$ cat src/rtl/xrv_fetch_q_if.sv
// Fetch-queue boundary: instruction bus on one side, decode on the other.
// master is the queue itself; slave is whatever drives the bus and decode sides.
interface xrv_fetch_q_if;
    logic        i_req;
    logic [31:0] i_addr;
    logic        i_gnt;
    logic        i_rvalid;
    logic [31:0] i_data;
    logic        stalling;
    logic        jmp;
    logic [31:0] jmp_addr;
    logic [31:0] inst;
    logic        inst_valid;
    logic [31:0] inst_pc;
    logic        inst_is_compressed;

    modport master (
        output i_req, i_addr, inst, inst_valid, inst_pc, inst_is_compressed,
        input  i_gnt, i_rvalid, i_data, stalling, jmp, jmp_addr
    );

    modport slave (
        input  i_req, i_addr, inst, inst_valid, inst_pc, inst_is_compressed,
        output i_gnt, i_rvalid, i_data, stalling, jmp, jmp_addr
    );
endinterface

$ cat src/rtl/xrv_fetch_q.sv
// Instruction prefetch queue: credit-limited word fetch into a small FIFO,
// with RVC/32-bit realignment (including word-straddling instructions) for decode.
module xrv_fetch_q #(
    parameter int          DEPTH    = 4,
    parameter int          MAX_OS   = 2,
    parameter logic [31:0] RESET_PC = 32'h0000_0000
) (
    input  logic          clk,
    input  logic          rstb,
    xrv_fetch_q_if.master bus
);

    localparam int PW = $clog2(DEPTH);
    localparam int CW = $clog2(DEPTH + 1);
    localparam logic [CW:0]   DEPTH_C  = (CW + 1)'(DEPTH);
    localparam logic [CW-1:0] MAX_OS_C = CW'(MAX_OS);

    logic [31:0]   fetchAddr_q, fetchAddr_d;
    logic [31:0]   pc_q, pc_d;
    logic [CW-1:0] cnt_q, cnt_d;
    logic [CW-1:0] osCnt_q, osCnt_d;
    logic [CW-1:0] discardCnt_q, discardCnt_d;
    logic [PW-1:0] rdPtr_q, rdPtr_d;
    logic [PW-1:0] wrPtr_q, wrPtr_d;
    logic [31:0]   mem_q [DEPTH];

    logic [31:0]   word0;
    logic [15:0]   word1Lo;
    logic [CW:0]   credit;
    logic          reqOk;
    logic          granted;
    logic          push;
    logic          pop;
    logic          consume;
    logic          isComp;
    logic [31:0]   alignedInst;
    logic [CW-1:0] wordsNeeded;
    logic          instValid;

    assign word0   = mem_q[rdPtr_q];
    assign word1Lo = mem_q[rdPtr_q + PW'(1)][15:0];

    // Words already buffered plus words still in flight bound what we may request.
    assign credit  = {1'b0, cnt_q} + {1'b0, osCnt_q};
    assign reqOk   = rstb && !bus.jmp && (credit < DEPTH_C) && (osCnt_q < MAX_OS_C);
    assign granted = reqOk && bus.i_gnt;
    assign push    = bus.i_rvalid && (discardCnt_q == '0) && !bus.jmp;

    always_comb begin
        isComp      = 1'b0;
        alignedInst = word0;
        wordsNeeded = CW'(1);
        if (!pc_q[1]) begin
            if (word0[1:0] != 2'b11) begin
                isComp      = 1'b1;
                alignedInst = {16'h0000, word0[15:0]};
            end
        end else if (word0[17:16] != 2'b11) begin
            isComp      = 1'b1;
            alignedInst = {16'h0000, word0[31:16]};
        end else begin
            alignedInst = {word1Lo, word0[31:16]};
            wordsNeeded = CW'(2);
        end
    end

    // The cnt != 0 term keeps valid clean while the unreset FIFO storage is still unknown.
    assign instValid = (cnt_q != '0) && (cnt_q >= wordsNeeded);
    assign consume   = instValid && !bus.stalling && !bus.jmp;
    assign pop       = consume && (pc_q[1] || !isComp);

    always_comb begin
        fetchAddr_d  = fetchAddr_q;
        pc_d         = pc_q;
        cnt_d        = cnt_q + CW'(push) - CW'(pop);
        osCnt_d      = osCnt_q + CW'(granted) - CW'(bus.i_rvalid);
        discardCnt_d = discardCnt_q;
        rdPtr_d      = rdPtr_q;
        wrPtr_d      = wrPtr_q;

        if (granted) begin
            fetchAddr_d = fetchAddr_q + 32'd4;
        end
        if (bus.i_rvalid && (discardCnt_q != '0)) begin
            discardCnt_d = discardCnt_q - CW'(1);
        end
        if (push) begin
            wrPtr_d = wrPtr_q + PW'(1);
        end
        if (pop) begin
            rdPtr_d = rdPtr_q + PW'(1);
        end
        if (consume) begin
            pc_d = pc_q + (isComp ? 32'd2 : 32'd4);
        end

        // Redirect wins: everything still in flight becomes stale, including a response landing now.
        if (bus.jmp) begin
            cnt_d        = '0;
            rdPtr_d      = '0;
            wrPtr_d      = '0;
            pc_d         = bus.jmp_addr & 32'hFFFF_FFFE;
            fetchAddr_d  = bus.jmp_addr & 32'hFFFF_FFFC;
            discardCnt_d = osCnt_q - CW'(bus.i_rvalid);
        end
    end

    always_ff @(posedge clk or negedge rstb) begin
        if (!rstb) begin
            fetchAddr_q  <= RESET_PC & 32'hFFFF_FFFC;
            pc_q         <= RESET_PC;
            cnt_q        <= '0;
            osCnt_q      <= '0;
            discardCnt_q <= '0;
            rdPtr_q      <= '0;
            wrPtr_q      <= '0;
        end else begin
            fetchAddr_q  <= fetchAddr_d;
            pc_q         <= pc_d;
            cnt_q        <= cnt_d;
            osCnt_q      <= osCnt_d;
            discardCnt_q <= discardCnt_d;
            rdPtr_q      <= rdPtr_d;
            wrPtr_q      <= wrPtr_d;
        end
    end

    always_ff @(posedge clk) begin
        if (push) begin
            mem_q[wrPtr_q] <= bus.i_data;
        end
    end

    assign bus.i_req              = reqOk;
    assign bus.i_addr             = fetchAddr_q;
    assign bus.inst_valid         = instValid;
    assign bus.inst               = instValid ? alignedInst : 32'h0000_0000;
    assign bus.inst_pc            = pc_q;
    assign bus.inst_is_compressed = instValid && isComp;

endmodule
$ cat src/flat_wrapper.sv
// flat-port wrapper written by rule: the top's interface ports become plain ports
module xrv_fetch_q_flat 
#(
    parameter int          DEPTH    = 4,
    parameter int          MAX_OS   = 2,
    parameter logic [31:0] RESET_PC = 32'h0000_0000
)
  (clk, rstb, bus_i_req, bus_i_addr, bus_inst, bus_inst_valid, bus_inst_pc, bus_inst_is_compressed, bus_i_gnt, bus_i_rvalid, bus_i_data, bus_stalling, bus_jmp, bus_jmp_addr);
  xrv_fetch_q_if bus_i ();
  input  logic clk;
  input  logic rstb;
  output wire logic [$bits(bus_i.i_req)-1:0] bus_i_req;
  output wire logic [$bits(bus_i.i_addr)-1:0] bus_i_addr;
  output wire logic [$bits(bus_i.inst)-1:0] bus_inst;
  output wire logic [$bits(bus_i.inst_valid)-1:0] bus_inst_valid;
  output wire logic [$bits(bus_i.inst_pc)-1:0] bus_inst_pc;
  output wire logic [$bits(bus_i.inst_is_compressed)-1:0] bus_inst_is_compressed;
  input wire logic [$bits(bus_i.i_gnt)-1:0] bus_i_gnt;
  input wire logic [$bits(bus_i.i_rvalid)-1:0] bus_i_rvalid;
  input wire logic [$bits(bus_i.i_data)-1:0] bus_i_data;
  input wire logic [$bits(bus_i.stalling)-1:0] bus_stalling;
  input wire logic [$bits(bus_i.jmp)-1:0] bus_jmp;
  input wire logic [$bits(bus_i.jmp_addr)-1:0] bus_jmp_addr;
  assign bus_i_req = bus_i.i_req;
  assign bus_i_addr = bus_i.i_addr;
  assign bus_inst = bus_i.inst;
  assign bus_inst_valid = bus_i.inst_valid;
  assign bus_inst_pc = bus_i.inst_pc;
  assign bus_inst_is_compressed = bus_i.inst_is_compressed;
  assign bus_i.i_gnt = bus_i_gnt;
  assign bus_i.i_rvalid = bus_i_rvalid;
  assign bus_i.i_data = bus_i_data;
  assign bus_i.stalling = bus_stalling;
  assign bus_i.jmp = bus_jmp;
  assign bus_i.jmp_addr = bus_jmp_addr;
  xrv_fetch_q #(.DEPTH(DEPTH), .MAX_OS(MAX_OS), .RESET_PC(RESET_PC)) u_core (.clk(clk), .rstb(rstb), .bus(bus_i));
endmodule
$ cat config.mk
export PLATFORM = sky130hd
export DESIGN_NAME = xrv_fetch_q_flat
export DESIGN_NICKNAME = d
export VERILOG_FILES = /design/src/rtl/xrv_fetch_q_if.sv /design/src/rtl/xrv_fetch_q.sv /design/src/flat_wrapper.sv
export SDC_FILE = /design/constraint.sdc
export NUM_CORES = 1
export LEC_CHECK = 0
export BUFFER_PORTS_ARGS = -buffer_cell sky130_fd_sc_hd__buf_2
export CAP_MARGIN = 25
export CORE_UTILIZATION = 61
export DETAILED_ROUTE_END_ITERATION = 10
export GPL_TIMING_DRIVEN = 0
export PLACE_DENSITY = 0.91
export SYNTH_ARGS = -nofsm -noshare
export SYNTH_HDL_FRONTEND = slang
export SYNTH_SLANG_ARGS = --single-unit
$ cat constraint.sdc
create_clock -name clk -period 11.9 [get_ports clk]
set_input_delay 3.57 -clock clk [delete_from_list [all_inputs] [get_ports clk]]
set_output_delay 3.57 -clock clk [all_outputs]
set_load 0.005 [all_outputs]
==> impl_metrics.toml <==
[status]
status = "finished, final reports clean"

[critical_path]
path_cells = "buf_4 -> buf_16 -> nor4b_1 -> and3_1 -> buf_2"
cp-end-kind = "output port"
critPathTopFamily = "buffers and inverters"
slowest_delay_ns = 0.37
required_ns = 8.33
crit_type = "in -> out"
start_kind = "primary input"
critPathBufInv = 3
cpMaxStageDelayCell = "buf_4"
crit_fanout = 44
worstPathArrival_ns = 4.93

[placed_design]
placed_area_um2 = 11300
gp_congestion = 0.966
dp_hpwl_mm = 19.3
io_buffers = 163
placed_cells_incl_taps = 1205

[sta]
setup-tns-final_ns = 0
setup_viol = 0
max_slew.worst_pin.slew_ns = 1.05
rsz0062_at_grt = "no"
hold_violations = 0
slew_viol_final = 0
fin_crit_ns = 8.50
finalClockSkew_ns = 0.0166
max_freq_mhz = 118
period_share_pct = 71.4
relSlewSlack_pct = 29.4

[die]
initial_core_util_pct = 63.0
die_w_um = 131
dieArea_um2 = 17100
ios = 169
rows = 46
core_area_um2 = 16100
dieHeight_um = 131

[detailed_routing]
routed_wl_mm = 29.1
route.met2.wl_mm = 14.3
met3_length_mm = 3.29
dr_total_vias = 8274
wl_met1_mm = 10.2
drc = 0
routed.top_layer = "met4"
drt-initial-drc-count = 949
via_per_inst = 6.69
ant_nets = 0
drt_pre_antenna_iters = 5
wl_per_cell_um = 23.5

[cells_and_area]
layout-drive-gt1-share_pct = 26.5
fill_cells = 1042
final_cell_count_no_fill = 1237
syn2layout_area_growth_pct = 17.1
post-route-util_pct = 73.8
mostFrequentLayoutCells = "176 x buf_2, 128 x edfxtp_1, 94 x nand2_1, 74 x dfrtp_1, 53 x nor2_1"
diodes = 0
nets = 1106
layout_commonest_cell = "buf_2"
stdcell_area_um2 = 11900

[synth]
netlist_area_um2 = 10100
synth_cell_types = 60
syn-mean-instance-area_um2 = 12.3
synth_flop_cell = "edfxtp_1"
ys_warn_count = 0
netlist_instances = 822
yosysSeqAreaShare_pct = 56.3
async_flop_share_pct = 36.6
synth_edf_count = 128
ys_seq_elements = 202

[global_routing]
grt_usage_pct = 34.8
grt_pass1_vias = 7973
grt_pass1_wl_mm = 43.7
antenna_found_initial = 2
grt-ovfl-total = 0
grt_max_degree = 45

[clock_tree]
cts_inserted_buffers = 21
htree_num_levels = 1
cts_hold_buf = 0
clock-sinks = 202
clk_latency_ns = 0.52
clock_path_buffers = 3
post-cts-setup-buffer-count = 0
path_clk_slew_ns = 0.06
cts_resized = 0
cts_tree = "done"
root_buffer = "clkbuf_16"

[min_path]
hold_class = "reg -> reg"

[pwr]
finalPower_mw = 1.73
ir_worst_vdd_mv = 0.136
powerDensity_nw_per_um2 = 146
leakage_nw = 4.53

[job]
maxCapViolCount = 0
-- worst register-to-register path: stages, from the launching register on --
cell and delay (ns):
dfrtp_1 0.37, buf_6 0.14, mux4_2 0.42, and3_1 0.17, clkbuf_1 0.38, clkbuf_1 0.54, inv_1 0.14, ha_1 0.30
nand2b_1 0.12, a211o_1 0.12, clkbuf_1 0.39, nand2_1 0.28, nor3_1 0.23, ha_1 0.27, inv_1 0.06, ha_1 0.13
inv_1 0.05, fa_1 0.37, xor2_1 0.17, xnor2_1 0.14, nor2_1 0.06
-- Yosys cell counts, types with 4 or more instances --
| library cell | n | area share [%] |
|---|---|---|
| nand3_1 | 35 | 1.7 |
| mux2_2 | 4 | 0.44 |
| and3_1 | 7 | 0.43 |
| mux4_2 | 46 | 10 |
| inv_1 | 24 | 0.89 |
| a31oi_1 | 19 | 1.2 |
| nor4_1 | 8 | 0.49 |
| a221o_1 | 5 | 0.49 |
| o31ai_1 | 8 | 0.59 |
| or3_1 | 9 | 0.56 |
| xnor2_1 | 11 | 0.95 |
| nor2b_1 | 4 | 0.25 |
| o211ai_1 | 12 | 0.89 |
| clkbuf_1 | 28 | 1.0 |
| nand2b_1 | 9 | 0.56 |
| nand2_1 | 94 | 3.5 |
| and2_1 | 8 | 0.49 |
| or4_1 | 17 | 1.3 |
| o21ai_0 | 33 | 1.6 |
| xor2_1 | 8 | 0.69 |
| nand4_1 | 17 | 1.1 |
| dfrtp_1 | 74 | 18 |
| a21oi_1 | 29 | 1.4 |
| edfxtp_1 | 128 | 38 |
| ha_1 | 20 | 2.5 |
| a22oi_1 | 18 | 1.3 |
| buf_2 | 13 | 0.64 |
| nor3_1 | 18 | 0.89 |
| o311ai_0 | 8 | 0.69 |
| o31a_1 | 4 | 0.35 |
| nor2_1 | 53 | 2.0 |
| o21a_1 | 4 | 0.30 |
| mux2i_1 | 4 | 0.40 |
-- final cells by class --
class | count | area (um^2) | area share (%)
Multi-Input combinational cell | 548 | 4120 | 34.8
Tap cell | 216 | 270 | 2.28
Buffer | 49 | 226 | 1.91
Inverter | 25 | 93.8 | 0.792
Timing Repair Buffer | 166 | 866 | 7.30
Clock inverter | 6 | 30.0 | 0.253
Clock buffer | 25 | 551 | 4.64
Sequential cell | 202 | 5700 | 48.1
-- routing by layer --
layer	global-route usage [%]	vias to the layer above
li1	-	3544
met2	58.8	638
met5	0	-
met3	6.72	93
met4	17.8	0
met1	43.0	3999
-- flip-flops by register name (all words and copies together) (netlist names) --
register,flops
u_core.mem_q,128
u_core.bus.inst_pc,31
u_core.bus.i_addr,30
u_core.cnt_q,3
u_core.discardCnt_q,3
u_core.osCnt_q,3
u_core.rdPtr_q,2
u_core.wrPtr_q,2
-- logic make-up after synthesis --
kind of cell             after synthesis  synth area share, %
flip-flops                           202                 56.3
AND/OR/NAND/NOR                      297                 14.9
adder cells (fa/ha/maj)               23                 3.07
buffers and inverters                 74                 3.16
AO/OA/AOI/OAI                        152                 9.89
multiplexers                          54                 11.1
XOR/XNOR                              19                 1.64
other                                  1               0.0370
-- worst paths after layout --
kind	from	end	slack, ns	cells past startpoint
setup / recovery	rstb	bus_i_req	3.40	5
hold / removal	u_core.bus.i_addr[12]	u_core.bus.i_addr[12]	0.57	1
setup reg to reg	u_core.rdPtr_q[0]	u_core.cnt_q[2]	6.91	20
hold reg to reg	u_core.bus.i_addr[12]	u_core.bus.i_addr[12]	0.57	1
max in group asynchronous	rstb	u_core.bus.inst_pc[15]	8.32	2
min in group asynchronous	rstb	u_core.bus.i_addr[11]	3.01	1
-- metrics by stage --
step | setup slack (ns) | hold WS [ns]
after floorplan | 4.13 | 0.525
after global routing | 3.22 | 0.609
after CTS | 3.36 | 0.571
after detailed placement | 3.37 | 0.564
after global placement | 2.72 | 0.549
final | 3.40 | 0.569
-- power breakdown --
| part | switching (mW) | total, mW | internal (mW) |
|---|---|---|---|
| registers | 0.0520 | 0.851 | 0.799 |
| logic | 0.176 | 0.293 | 0.117 |
| clock network | 0.266 | 0.591 | 0.325 |
Power figures use the tool's default switching activity.
